$ cat config.mk
export PLATFORM = sky130hd
export DESIGN_NAME = fifo_stream_adapter_flat
export DESIGN_NICKNAME = d
export VERILOG_FILES = /design/src/rtl/fifo_stream_adapter_if.sv /design/src/rtl/fifo_stream_adapter.sv /design/src/flat_wrapper.sv
export SDC_FILE = /design/constraint.sdc
export NUM_CORES = 1
export LEC_CHECK = 0
export ABC_AREA = 1
export ABC_CLOCK_PERIOD_IN_PS = 2800
export BUFFER_PORTS_ARGS = -buffer_cell sky130_fd_sc_hd__buf_4
export CORE_UTILIZATION = 57
export DETAILED_ROUTE_END_ITERATION = 6
export GPL_TIMING_DRIVEN = 0
export MAX_ROUTING_LAYER = met4
export PLACE_DENSITY = 0.9
export SLEW_MARGIN = 40
export SYNTH_ARGS = -nofsm -noshare
export SYNTH_HDL_FRONTEND = slang
export SYNTH_SLANG_ARGS = --single-unit
$ cat constraint.sdc
create_clock -name clk -period 2.8 [get_ports clk]
set_clock_uncertainty 0.05 [all_clocks]
set_input_delay 0.28 -clock clk [delete_from_list [all_inputs] [get_ports clk]]
set_output_delay 0.28 -clock clk [all_outputs]
set_load 0.005 [all_outputs]
$ cat src/rtl/fifo_stream_adapter_if.sv
// Valid/ready stream carrying FIFO words from the read-side adapter to its consumer.
interface fifo_stream_adapter_if #(
   parameter int DATA_WIDTH = 32
);
   logic                  m_valid;
   logic                  m_ready;
   logic [DATA_WIDTH-1:0] m_data;

   modport master (output m_valid, output m_data, input m_ready);
   modport slave  (input m_valid, input m_data, output m_ready);
endinterface

$ cat src/rtl/fifo_stream_adapter.sv
// Read-side stage for the synchronous FIFO: issues reads, absorbs the one-cycle RAM
// latency and presents words on a valid/ready stream through a 2-entry buffer.
module fifo_stream_adapter #(
   parameter int DATA_WIDTH = 32
) (
   input  logic                  clk,
   input  logic                  rst,
   input  logic                  fifo_empty,
   output logic                  fifo_read_en,
   input  logic [DATA_WIDTH-1:0] fifo_read_data,
   fifo_stream_adapter_if.master stream,
   output logic [1:0]            buf_count,
   output logic                  idle
);

   logic                  inflight;
   logic                  head;
   logic                  tail;
   logic [DATA_WIDTH-1:0] entry [2];
   logic                  pop;
   logic [2:0]            occupancy;

   assign pop = (buf_count != 2'd0) & stream.m_ready;

   // Slots committed after this edge; issuing a read is safe only if one stays free.
   // The pop term keeps m_ready combinationally in the read path for full throughput.
   assign occupancy    = {1'b0, buf_count} + {2'b00, inflight} - {2'b00, pop};
   assign fifo_read_en = !rst && !fifo_empty && (occupancy < 3'd2);

   assign stream.m_valid = (buf_count != 2'd0);
   assign stream.m_data  = entry[head];
   assign idle           = (buf_count == 2'd0) && !inflight && fifo_empty;

   always_ff @(posedge clk) begin
      // NOTE: state is updated with non-blocking assignments so every read in this
      // block sees the pre-edge value, matching the flop behaviour it describes.
      if (rst) begin
         buf_count <= 2'd0;
         inflight  <= 1'b0;
         head      <= 1'b0;
         tail      <= 1'b0;
         // NOTE: the buffer is only two words, so it is cleared on reset; m_data then
         // shows a defined zero instead of X while m_valid is low.
         entry[0]  <= '0;
         entry[1]  <= '0;
      end else begin
         inflight <= fifo_read_en;
         if (inflight) begin
            entry[tail] <= fifo_read_data;
            tail        <= ~tail;
         end
         if (pop) begin
            head <= ~head;
         end
         buf_count <= buf_count + {1'b0, inflight} - {1'b0, pop};
      end
   end

endmodule

$ cat src/flat_wrapper.sv
// flat-port wrapper written by rule: the top's interface ports become plain ports
module fifo_stream_adapter_flat 
#(
   parameter int DATA_WIDTH = 32
)
  (clk, rst, fifo_empty, fifo_read_en, fifo_read_data, buf_count, idle, stream_m_valid, stream_m_data, stream_m_ready);
  fifo_stream_adapter_if #(.DATA_WIDTH(DATA_WIDTH)) stream_i ();
  input  logic clk;
  input  logic rst;
  input  logic fifo_empty;
  output logic fifo_read_en;
  input  logic [DATA_WIDTH-1:0] fifo_read_data;
  output logic [1:0] buf_count;
  output logic idle;
  output wire logic [$bits(stream_i.m_valid)-1:0] stream_m_valid;
  output wire logic [$bits(stream_i.m_data)-1:0] stream_m_data;
  input wire logic [$bits(stream_i.m_ready)-1:0] stream_m_ready;
  assign stream_m_valid = stream_i.m_valid;
  assign stream_m_data = stream_i.m_data;
  assign stream_i.m_ready = stream_m_ready;
  fifo_stream_adapter #(.DATA_WIDTH(DATA_WIDTH)) u_core (.clk(clk), .rst(rst), .fifo_empty(fifo_empty), .fifo_read_en(fifo_read_en), .fifo_read_data(fifo_read_data), .stream(stream_i), .buf_count(buf_count), .idle(idle));
endmodule
Word-level counts from Yosys, hierarchy flattened
Memory sizes are Yosys's and may differ from the RTL's. A register that Yosys moved wholly into a read port is not among the register bits.
Index checks and enable logic that the tools add are counted.
W data, S select, Z words.
- flip-flop bits (word level): 5
- RAM bits: 64
- input bits: 36
- output and inout port bits: 37
- logic and storage cells: 33
- memories kept: 1
- add/sub/neg operators: 4
- $lt $le $gt $ge: 1
- muxes and demuxes: 10
- bitwise operators: 3
- reduce and logical (&&, ||, !) cells: 10
- memory list (memory ; words ; bits a word ; read ports ; clocked after memory_dff ; wr ports ; RTL line ; RTL):
    u_core.entry ; 2 ; 32 ; 1 ; 1 ; 2 ; fifo_stream_adapter.sv:19 ; logic [DATA_WIDTH-1:0] entry [2];
- operators by type and width (operator ; count):
    $mux W32 ; 1
    $reduce_or A32 Y1 ; 1
    $mux W1 ; 9
    $logic_and A1 B1 Y1 ; 4
    $add A2 B1 Y3 ; 1
    $logic_not A1 Y1 ; 3
    $lt A3 B2 Y1 const B ; 1
    $sub A3 B1 Y3 ; 1
    $add A2 B1 Y2 ; 1
    $logic_not A2 Y1 ; 1
    $not A1 Y1 ; 2
    $reduce_bool A2 Y1 ; 1
    $sub A2 B1 Y2 ; 1
    $and A1 B1 Y1 ; 1

Longest topological paths before layout
- depth after elaboration: 5
- depth in mapped cells: 9

Worst setup path after synthesis
No wires, ideal clock.
- path type: register -> output
- start point: register u_core.buf_count[1]
- end point: output fifo_read_en
- data arrival time: 1.677 ns
- data required time: 2.470 ns
- slack: 0.793 ns
- cell stages (with the launch flop): 10
- path buffers: 0
- cell sequence: dfxtp_1 -> nor2_1 -> nor2_1 -> ha_1 -> inv_1 -> ha_1 -> fa_1 -> inv_1 -> nand3_1 -> nor2_1
- longest elaborated chain between the ends: 5
- ends and longest elaborated chain (item ; RTL line ; RTL):
    start, declared ; fifo_stream_adapter.sv:12 ; output logic [1:0] buf_count,
    start signal, assigned ; fifo_stream_adapter.sv:55 ; buf_count <= buf_count + {1'b0, inflight} - {1'b0, pop};
    $reduce_bool A2 Y1 ; fifo_stream_adapter.sv:23 ; assign pop = (buf_count != 2'd0) & stream.m_ready;
    $and A1 B1 Y1 ; fifo_stream_adapter.sv:23 ;
    net u_core.pop ; fifo_stream_adapter.sv:20 ; logic pop;
    $sub A3 B1 Y3 ; fifo_stream_adapter.sv:27 ; assign occupancy = {1'b0, buf_count} + {2'b00, inflight} - {2'b00, pop};
    net u_core.occupancy[1] ; fifo_stream_adapter.sv:21 ; logic [2:0] occupancy;
    $lt A3 B2 Y1 ; fifo_stream_adapter.sv:28 ; assign fifo_read_en = !rst && !fifo_empty && (occupancy < 3'd2);
    $logic_and A1 B1 Y1 ; fifo_stream_adapter.sv:28 ;
    end, declared ; flat_wrapper.sv:11 ; output logic fifo_read_en;
The timed path passes the listed nets, and every way through them passes these cells.

Worst setup path in the final report
Same ends and word-level chain as after synthesis.

==> results.ini <==
[route]
vias_per_cell = 4.86
drtPass1Iterations = 4
wl_per_cell_um = 13.3
routed_wl_um = 5330
first_iter_violations = 87
vias = 1947
antenna_left = 0
drc_errors = 0

[floorplan]
coreArea_um2 = 5110
start_util_pct = 59.4
die_w_um = 74.9
die_h_um = 74.9
rows = 26
io_pins = 73
die-area_um2 = 5620

[sta]
slew_headroom_pct = 45.9
hold_viol_final = 0
tns_ns = 0
finalSetupViolCount = 0
fin_crit_ns = 2.58
rsz0062_at_grt = no
fmax_ghz = 0.387
tightest_slew_ns = 0.808
maxSlewViolCount = 0
fin_crit_sh_pct = 92.2

[worst_setup_path]
worstSetupPathType = reg -> out
critPathLaunchType = flop
worst_ep_required_time_ns = 2.47
worstPathMaxFanout = 4
r2r-end = u_core.entry[0][14]
regToRegStartpoint = u_core.inflight
reg2reg_depth = 5
cp.arrival_ns = 2.25
reg2reg_slack_ns = 0.85
end_kind = primary output

[global_routing]
grt_pass1_wl_um = 8050
antenna_found_initial = 0
grt_pass1_vias = 1847
grtUsageTotal_pct = 20.7
gr-total-overflow = 0
grt_max_degree = 33

[power_and_ir_drop]
p_comb_share_pct = 26.3
internal_power_mw = 2.25
pwr-share-seq_pct = 45.7
p_sw_mw = 0.742
cellPowerDensity_nw_per_um2 = 773
irDropWorstVdd_v = 0.000479
switching_share_pct = 24.8
leakagePower_nw = 1.78
clockPowerShare_pct = 28.0

[yosys]
yosysTopAreaCell = edfxtp_1
yosysMostFrequentCell = nor2_1
syn-cell-area_um2 = 3030
synth_edf_count = 64
netlist_instances = 243
synthTopCellsByArea = edfxtp_1 63%, mux2_2 11%, nor2_1 9.0%, inv_1 5.0%, dfxtp_1 4.0%
async_reset_ff_share_pct = 0
yosys_warnings = 0
synth.distinct_cells = 19
ys.flop_type = edfxtp_1
synth_top_family_by_area = multiplexers
syn-num-nets = 282
synth_fa_ha_area_share_pct = 1.49
synth-compound-area-share_pct = 0
synth_common_cells = 73 x nor2_1, 64 x edfxtp_1, 40 x inv_1
yosys.area_share.simple_pct = 11.1
ys_seq_elements = 70
avgSynthCellArea_um2 = 12.5
synth-xor-area-share_pct = 0.289
ys_seq_area_share_pct = 67.3
synthMuxAreaShare_pct = 12.1
synth_top_cell_area_share_pct = 63.4

[layout]
nets = 365
area_growth_pct = 27.6
drive_above_1_share_pct = 40.5
nFillCells = 359
final_area_um2 = 3870
diodes = 0

[placement]
port_buffers = 72
hpwl_um = 3520
place_congestion = 0.840
post_dp_cell_area_um2 = 3670

[cts]
clkLatencyLatePin_ns = 0.32
post-cts-setup-buffer-count = 0
cts_tree = yes
cts_buffers = 9
clk_path_buf_depth = 2
cts.sinks = 70
root_buffer = clkbuf_8
htree_levels = 3
clk_pin_slew_ns = 0.07
cts_hold_buf = 0

[hold_path]
worstHoldStart = rst
hp-class = in -> reg
hold_end = u_core.buf_count[1]
hold_depth = 2

[run]
cap_viol_max_count = 0

[outcome]
outcome = finished, final reports clean

==> power by group through the flow <==
| stage | clock, mW | sequential (mW) | combinational (mW) |
|---|---|---|---|
| 2_1_floorplan | 0 | 1.37 | 0.434 |
| 3_3_place_gp | 0 | 1.38 | 0.774 |
| 3_5_place_dp | 0 | 1.39 | 0.794 |
| 4_1_cts | 0.844 | 1.37 | 0.798 |
| 5_1_grt | 0.888 | 1.38 | 0.867 |
| 6_report | 0.839 | 1.37 | 0.787 |
==> kinds of logic (layout without fill, tap and decap cells) <==
kind of cell	count (synthesis)	in the layout
XOR/XNOR	1	1
adder cells (fa/ha/maj)	3	3
buffers and inverters	52	140
flip-flops	70	70
multiplexers	32	32
AND/OR/NAND/NOR	85	85
==> per-layer routing <==
metal	share of wire [%]	GRT usage (%)	vias to the layer above
met1	40	21.1	927
met2	55	37.1	58
met4	1.9	10.3	0
met5	0	-	-
li1	-	-	952
met3	3.8	4.69	10
==> cell type report <==
| cell class | count | area [um^2] | share of cell area (%) |
|---|---|---|---|
| Sequential cell | 70 | 2040 | 52.8 |
| Multi-Input combinational cell | 121 | 762 | 19.7 |
| Timing Repair Buffer | 72 | 541 | 14.0 |
| Inverter | 42 | 158 | 4.07 |
| Clock buffer | 10 | 128 | 3.30 |
| Tap cell | 70 | 87.6 | 2.26 |
| Clock inverter | 6 | 76.3 | 1.97 |
| Buffer | 10 | 76.3 | 1.97 |
==> per-stage QoR <==
| stage | power (mW) | utilization [%] | std cells | hold WS (ns) | worst slack [ns] |
|---|---|---|---|---|---|
| 6_report | 2.99 | 75.8 | 401 | 0.0697 | 0.218 |
| 5_1_grt | 3.14 | 75.8 | 401 | 0.0564 | 0.0396 |
| 4_1_cts | 3.01 | 75.8 | 401 | 0.0643 | 0.191 |
| 3_5_place_dp | 2.19 | 71.8 | 385 | 0.419 | 0.544 |
| 3_3_place_gp | 2.15 | 71.7 | 385 | 0.413 | 0.411 |
| 2_1_floorplan | 1.81 | - | 243 | 0.301 | 0.793 |
==> registers in the layout, summed over array words and instances (netlist names), named ones only <==
signal            count
u_core.inflight       1
u_core.buf_count      2
u_core.entry         64
u_core.head           1
u_core.tail           1
==> repair_timing <==
item	4_1_cts	5_1_grt
setup endpoints to repair	0	1
resized for setup	0	1
hold endpoints to repair	0	0
==> how the worst max path moves through the flow <==
stage / start / endpoint / cells after the start
4_1_cts: u_core.buf_count[1] / fifo_read_en / 10
3_3_place_gp: rst / u_core.entry[1][17] / 5
2_1_floorplan: u_core.buf_count[1] / fifo_read_en / 9
3_5_place_dp: u_core.buf_count[1] / fifo_read_en / 10
5_1_grt: u_core.buf_count[1] / fifo_read_en / 10
6_report: u_core.buf_count[1] / fifo_read_en / 10
==> cells in the final DEF, fill, tap and decap left out, types with 5 or more instances in the layout <==
master and n:
clkbuf_8 12, inv_1 40, edfxtp_1 64, nor2_1 73
buf_4 72, dfxtp_1 5, buf_2 6, mux2_2 30
==> critical path, cell delays in order (launching register included) <==
cell	delay (ns)
dfxtp_2	0.37
nor2_1	0.06
nor2_1	0.19
ha_1	0.27
inv_1	0.05
ha_1	0.16
fa_1	0.41
inv_1	0.09
nand3_1	0.10
nor2_1	0.12
buf_4	0.11
Power figures use the tool's default switching activity.
